## src/rtl/v_issue_ctrl.sv

```systemverilog
// Scalar-side issue controller: buffers decoded vector instructions in an in-order FIFO
// and hands them one at a time to the vector unit, with flush and watchdog recovery.
module v_issue_ctrl #(
    parameter int DEPTH   = 4,
    parameter int TIMEOUT = 1024,
    parameter int TW      = 11
) (
    input  logic           clk,
    input  logic           reset,
    input  logic           dec_valid,
    output logic           dec_ready,
    input  logic [108:0]   dec_instr,
    input  logic           flush,
    output logic [108:0]   v_instr,
    output logic           I_start,
    output logic [2:0]     I_id,
    output logic           I_clear,
    input  logic           stall,
    input  logic           DONE,
    output logic           v_busy,
    output logic           err
);

    // state | meaning
    // IDLE  | nothing outstanding, waiting for the FIFO to become non-empty
    // ISSUE | FIFO head presented with I_start, held while stall is high
    // WAIT  | instruction outstanding, watchdog running until DONE
    // CLEAR | one-cycle I_clear pulse after flush or watchdog expiry

    localparam int IW = 109;
    localparam int AW = $clog2(DEPTH);
    localparam int CW = AW + 1;

    typedef enum logic [1:0] {
        IDLE  = 2'd0,
        ISSUE = 2'd1,
        WAIT  = 2'd2,
        CLEAR = 2'd3
    } state_t;

    state_t          state;
    state_t          state_nx;

    logic [IW-1:0]   mem [DEPTH];
    logic [AW-1:0]   wr_ptr;
    logic [AW-1:0]   rd_ptr;
    logic [CW-1:0]   count;
    logic [TW-1:0]   wd_cnt;
    logic [2:0]      id_cnt;

    logic            empty;
    logic            full;
    logic            push;
    logic            pop;
    logic            wipe;
    logic            wd_expire;

    assign empty     = (count == '0);
    assign full      = (count == CW'(DEPTH));

    // Reset gates dec_ready so nothing is captured during the reset cycle itself.
    assign dec_ready = !reset && !full && (state != CLEAR) && !flush;
    assign push      = dec_valid && dec_ready;
    assign pop       = (state == ISSUE) && !stall && !flush;

    // DONE in the expiry cycle takes priority, so expiry requires its absence.
    assign wd_expire = (state == WAIT) && !DONE && (wd_cnt == TW'(TIMEOUT - 1));

    // Empty the FIFO on the edge that enters CLEAR so the CLEAR cycle already reads idle.
    assign wipe      = (state_nx == CLEAR);

    always_comb begin
        state_nx = state;
        case (state)
            IDLE: begin
                if (!empty) state_nx = ISSUE;
            end
            ISSUE: begin
                if (!stall) state_nx = WAIT;
            end
            WAIT: begin
                if (DONE)           state_nx = empty ? IDLE : ISSUE;
                else if (wd_expire) state_nx = CLEAR;
            end
            CLEAR: begin
                state_nx = IDLE;
            end
            default: begin
                state_nx = IDLE;
            end
        endcase
        if (flush && (state != CLEAR)) state_nx = CLEAR;
    end

    always_ff @(posedge clk) begin
        if (reset) begin
            state  <= IDLE;
            wr_ptr <= '0;
            rd_ptr <= '0;
            count  <= '0;
            wd_cnt <= '0;
            id_cnt <= '0;
            err    <= 1'b0;
        end else begin
            state <= state_nx;

            if (wipe) begin
                wr_ptr <= '0;
                rd_ptr <= '0;
                count  <= '0;
            end else begin
                if (push) wr_ptr <= wr_ptr + AW'(1);
                if (pop)  rd_ptr <= rd_ptr + AW'(1);
                case ({push, pop})
                    2'b10:   count <= count + CW'(1);
                    2'b01:   count <= count - CW'(1);
                    default: count <= count;
                endcase
            end

            if (pop) id_cnt <= id_cnt + 3'd1;

            if (pop)                 wd_cnt <= '0;
            else if (state == WAIT)  wd_cnt <= wd_cnt + TW'(1);

            if (wd_expire) err <= 1'b1;
        end
    end

    always_ff @(posedge clk) begin
        if (push) mem[wr_ptr] <= dec_instr;
    end

    assign I_start = (state == ISSUE);
    assign I_clear = (state == CLEAR);
    assign I_id    = id_cnt;
    assign v_instr = (state == ISSUE) ? mem[rd_ptr] : '0;
    assign v_busy  = !empty || (state == ISSUE) || (state == WAIT);

endmodule
```

## config.mk

```make
export PLATFORM = sky130hd
export DESIGN_NAME = v_issue_ctrl
export DESIGN_NICKNAME = d
export VERILOG_FILES = /design/src/rtl/v_issue_ctrl.sv
export SDC_FILE = /design/constraint.sdc
export NUM_CORES = 1
export LEC_CHECK = 0
export BUFFER_PORTS_ARGS = -buffer_cell sky130_fd_sc_hd__buf_4
export CAP_MARGIN = 0
export CORE_ASPECT_RATIO = 1.2
export CORE_MARGIN = 8
export CORE_UTILIZATION = 55
export CTS_CLUSTER_DIAMETER = 50
export DETAILED_ROUTE_END_ITERATION = 12
export HOLD_SLACK_MARGIN = 0.15
export PLACE_DENSITY = 0.76
export SYNTH_ARGS = -nofsm -noshare
export SYNTH_HDL_FRONTEND = slang
export SYNTH_SLANG_ARGS = --single-unit
```

## constraint.sdc

```tcl
create_clock -name clk -period 12.1 [get_ports clk]
set_clock_uncertainty 0.1 [all_clocks]
set_input_delay 1.21 -clock clk [delete_from_list [all_inputs] [get_ports clk]]
set_output_delay 1.21 -clock clk [all_outputs]
set_load 0.01 [all_outputs]
```

Yosys cells after proc, flatten, opt, wreduce, memory -nomap -nowiden:

Memories as Yosys holds them, arrays and structs flattened. A register that Yosys moved wholly into a read port is not among the register bits.
Cells that the tools add are included.

* register bits: 24
* memory bits (writable): 436
* memories: 1

Memory list
* mem: words 4, width 109, rd ports 1, clocked after memory_dff 1, wr ports 1, line 44 `logic [IW-1:0] mem [DEPTH];`

* add/subtract/negate cells: 6
* eq/ne operators: 9
* multiplexer cells: 13
* reductions and logical operators: 22

Operators with widths (number)
* two-way mux 109 bit: 1
* two-way mux 2 bit: 7
* adder 11 x 1 -> 11 bit (second input constant): 1
* equality test 11 x 10 -> 1 bit (second input constant): 1
* logical AND 1 bit: 9
* equality test 2 bit (second input constant): 4
* one-hot mux 2 bit (4 select lines): 1
* adder 3 x 1 -> 3 bit (second input constant): 2
* logical NOT 1 bit: 6
* one-hot mux 3 bit (2 select lines): 1
* adder 2 x 1 -> 2 bit (second input constant): 2
* equality test 2 x 1 -> 1 bit (second input constant): 2
* OR reduction 2 bit: 2
* equality test 3 bit (second input constant): 1
* logical NOT 3 bit: 1
* two-way mux 1 bit: 3
* subtractor 3 x 1 -> 3 bit (second input constant): 1
* logical NOT 2 bit: 1
* logical OR 1 bit: 2
* inequality test 2 bit (second input constant): 1
* nonzero test 2 bit: 1

Depth between registers and ports, before layout:

* depth in word-level cells: 10
* gate-level depth with buffers: 12
* mapped depth without buffers: 10

Worst setup path before layout:

No wires, ideal clock.

* kind: input-to-reg
* start: input port reset
* end: memory mem[0][0], enable pin
* setup time: 0.480 ns
* arrival time: 4.649 ns
* data required time: 11.520 ns
* setup slack: 6.871 ns
* cell stages on the path: 4
* buffers on the path: 1
* path through: buf_4 -> or2_1 -> a2111oi_4 -> and2_1

* cells in the longest elaborated chain, start to end: 7

RTL lines
* start, declared: line 9 `input logic reset,`
* logical NOT 1 bit: line 62 `assign dec_ready = !reset && !full && (state != CLEAR) && !flush;`
* logical AND 1 bit (3 in series): line 62
* logical AND 1 bit: line 63 `assign push = dec_valid && dec_ready;`
* two-way mux 1 bit: line 131 `if (push) mem[wr_ptr] <= dec_instr;`
* two-way mux 1 bit (not written as such): line 131
* end, declared: line 44

No other way between the ends.

==> impl_metrics.csv <==
group,metric,value,unit
run_status,outcome,"completed",
clock_network,clk_root_buffer_cell,"clkbuf_16",
timing,tightest_slew,1.19,ns
detailed_routing,drt_iter0_markers,466,
floorplanning,die_width,180,um
finish,fin_cells,1524,
grt,grt_overflow,0,
clock_network,htreeDepth,2,
synth,ys_warn_count,0,
detailed_routing,antenna_left,0,
grt,grt_pass1_wl,55400,um
floorplanning,dieArea,0.0383,mm^2
finish,nNetsFinal,1204,
grt,grt_max_degree,112,
grt,track_usage,18.9,%
synth,yosysTopAreaCell,"edfxtp_1",
clock_network,clk_path_buf_depth,3,
detailed_routing,via_per_inst,5.69,
floorplanning,io-pin-count,232,
setup_path,cp_top_family,"buffers and inverters",
synth,async_reset_ff_share,0,%
timing,hold_ws,0.347,ns
hold_path,whs_path_depth,2,
clock_network,clkLatencyLatePin,0.54,ns
power,worst_ir_drop_vdd,0.124,mV
clock_network,postCtsHoldBufs,0,
timing,rsz0062_at_grt,"false",
clock_network,clock_sinks,462,
detailed_routing,wl,36300,um
synth,synth_cells,835,
finish,layout-drive-gt1-share,37.9,%
setup_path,path_class,"flip-flop to primary output",
floorplanning,core_area,0.0321,mm^2
clock_network,cts_tree,"done",
clock_network,numCtsBuffers,46,
finish,final_util,66.5,%
synth,synthesis.area,0.0178,mm^2
timing,setup_tns,0,ns
finish,fillCellCount,2100,
synth,ys_types,44,
timing,period_share,42.2,%
synth,synth.top_cell.area_share,73.7,%
synth,synth_ff_type,"edfxtp_1",
setup_path,slowest_delay,0.79,ns
synth,avgSynthCellArea,21.3,um^2
hold_path,hold_class,"flip-flop to flip-flop",
detailed_routing,drt_first_pass_iters,5,
clock_network,cts_setup_buffers,0,
place,io_buffers,231,
setup_path,endpoint_kind,"primary output",
timing,relSlewSlack,20.9,%
clock_network,cts.repair.resized,0,
grt,antenna_found_initial,6,
floorplanning,die_h,213,um
setup_path,worstPathMaxFanout,42,
finish,multi_input_area,0.00393,mm^2
setup_path,path_cells,"buf_4, buf_4, mux4_2, and2_1, buf_4",
synth,yosysSeqAreaShare,76.6,%
place,routabilityCongestion,0.747,
detailed_routing,vias,8672,
hold_path,hold-path-endpoint,"err",
detailed_routing,routedWlPerCell,23.8,um
setup_path,timing.critical_path.arrival,3.80,ns
place,placed_cells,1440,
timing,final-hold-violation-count,0,
synth,syn_nets,958,
floorplanning,initial_core_util,55.4,%
setup_path,critPathBufInv,3,
setup_path,cp_common_cell,"buf_4",
setup_path,rr_worst_depth,4,
setup_path,cp_slowest_cell,"dfxtp_4",
synth,synth_edf_count,436,
finish,ff_latch_area,0.0136,mm^2
timing,slew_viol_final,0,
timing,period_needed,5.11,ns
finish,area_delta_synth_final,20.1,%
grt,grt_pass1_vias,9350,
setup_path,cp.required,10.79,ns
timing,setup_viol,0,
setup_path,critPathLaunchType,"flip-flop",
synth,yosys_register_bits,462,
power,total_power,0.00328,W
hold_path,min-delay-start,"err",
detailed_routing,drc_errors,0,
setup_path,r2r_start,"state[1]",
floorplanning,rows,72,
clock_network,clkSlewWorstSetupHoldPaths,0.06,ns
place,place_hpwl,22000,um
setup_path,r2r_setup_slack,8.59,ns
setup_path,timing.rr.end,"mem[2][69]",
power,power_leakage,7.21,nW
synth,ys_top_cells_by_area,"edfxtp_1 (74%), mux4_2 (14%), and2_1 (4.0%), dfxtp_1 (2.9%), ha_1 (0.49%)",
timing,fmax,196,MHz
flow_run,maxCapViolCount,0,
power,power.density,154,mW/mm^2
==> power breakdown <==
| group | internal (W) | leakage, nW | total, W | switching (W) |
|---|---|---|---|---|
| combinational | 0.0000777 | 2.37 | 0.000157 | 0.0000790 |
| clock | 0.000793 | 0.692 | 0.00135 | 0.000554 |
| sequential | 0.00176 | 4.15 | 0.00177 | 0.00000772 |
==> worst max-delay path by stage <==
stage | slack (ns) | endpoint | cells past startpoint
detailed placement | 7.36 | v_instr[75] | 5
global placement | 7.34 | v_instr[86] | 5
CTS | 6.79 | v_instr[86] | 5
finish | 6.99 | v_instr[86] | 5
floorplan | 6.87 | mem[0][0] | 4
global route | 6.60 | v_instr[68] | 5
==> final cells by class <==
class,count,share of cell area [%]
sequential,462,63.9
clock buffer,58,5.71
timing repair buffer,239,8.41
multi-input combinational,321,18.4
inverter,11,0.194
clock inverter,23,0.968
antenna,3,0.0352
tap,407,2.39
==> worst register-to-register path, delay by kind of cell, from the launching register on <==
family / cells / cell delay [ns]
simple gates: 2 / 1.25
flops: 1 / 0.46
buf+inv: 1 / 0.77
compound gates: 1 / 0.51
==> cells in the mapped netlist (2+ instances only) <==
master and n:
buf_6 2, a21o_1 2, nand4_1 3, xor2_1 9
nor3_2 2, o21ai_0 2, mux2i_1 3, buf_4 3
ha_1 7, nor3_1 10, nand2b_1 2, or2_1 2
clkbuf_1 21, a21oi_1 5, buf_2 14, dfxtp_1 26
nand2_1 5, inv_1 11, or2_2 2, and2_1 114
edfxtp_1 436, nor2_1 17, nand3_1 2, xnor2_1 7
mux4_2 109
==> layout by cell type (no fill, tap or decap), types with 3 or more instances in the layout <==
cell	count
and2_1	110
buf_4	239
bufinv_16	4
clkinv_1	12
dfxtp_1	24
xnor2_1	7
clkbuf_1	11
clkbuf_16	47
and2_4	4
mux4_2	109
diode_2	3
a21oi_1	5
xor2_1	9
clkinv_2	5
nor3_1	10
inv_1	11
ha_1	7
edfxtp_1	436
nor2_1	16
nand4_1	3
mux2i_1	3
nand2_1	5
==> registers in the layout, summed over array words and instances (netlist names), named ones only <==
name,count
err,1
wr_ptr,2
rd_ptr,2
wd_cnt,11
I_id,3
mem,436
count,3
state,2
==> layer usage <==
metal	global-route usage, %	routed length [um]	vias to the layer above	share of wire [%]
met4	5.96	750	6	2.1
met1	23.5	14700	4505	40
met2	32.3	18400	274	51
met5	0	45	-	0.12
li1	-	-	3835	-
met3	4.90	2420	52	6.7
==> cell families (layout without fill, tap and decap cells) <==
kind of cell	Yosys count	in the layout	share of synthesized area, %
muxes	112	112	14.0
DFF	462	462	76.6
AOI/OAI and AO/OA	16	16	0.768
adders and majority gates	8	8	0.606
buffers and inverters	52	331	1.35
xor gates and xnor gates	16	16	0.789
and+or+nand+nor	169	169	5.87
other	0	3	0
==> per-stage QoR <==
| stage | instance area, um^2 | worst slack, ns |
|---|---|---|
| 2_1_floorplan | 17800 | 6.87 |
| 5_1_grt | 21300 | 6.60 |
| 3_5_place_dp | 19900 | 7.36 |
| 4_1_cts | 21300 | 6.79 |
| 3_3_place_gp | 19900 | 7.34 |
| 6_report | 21300 | 6.99 |
(Power assumes the default switching activity.)
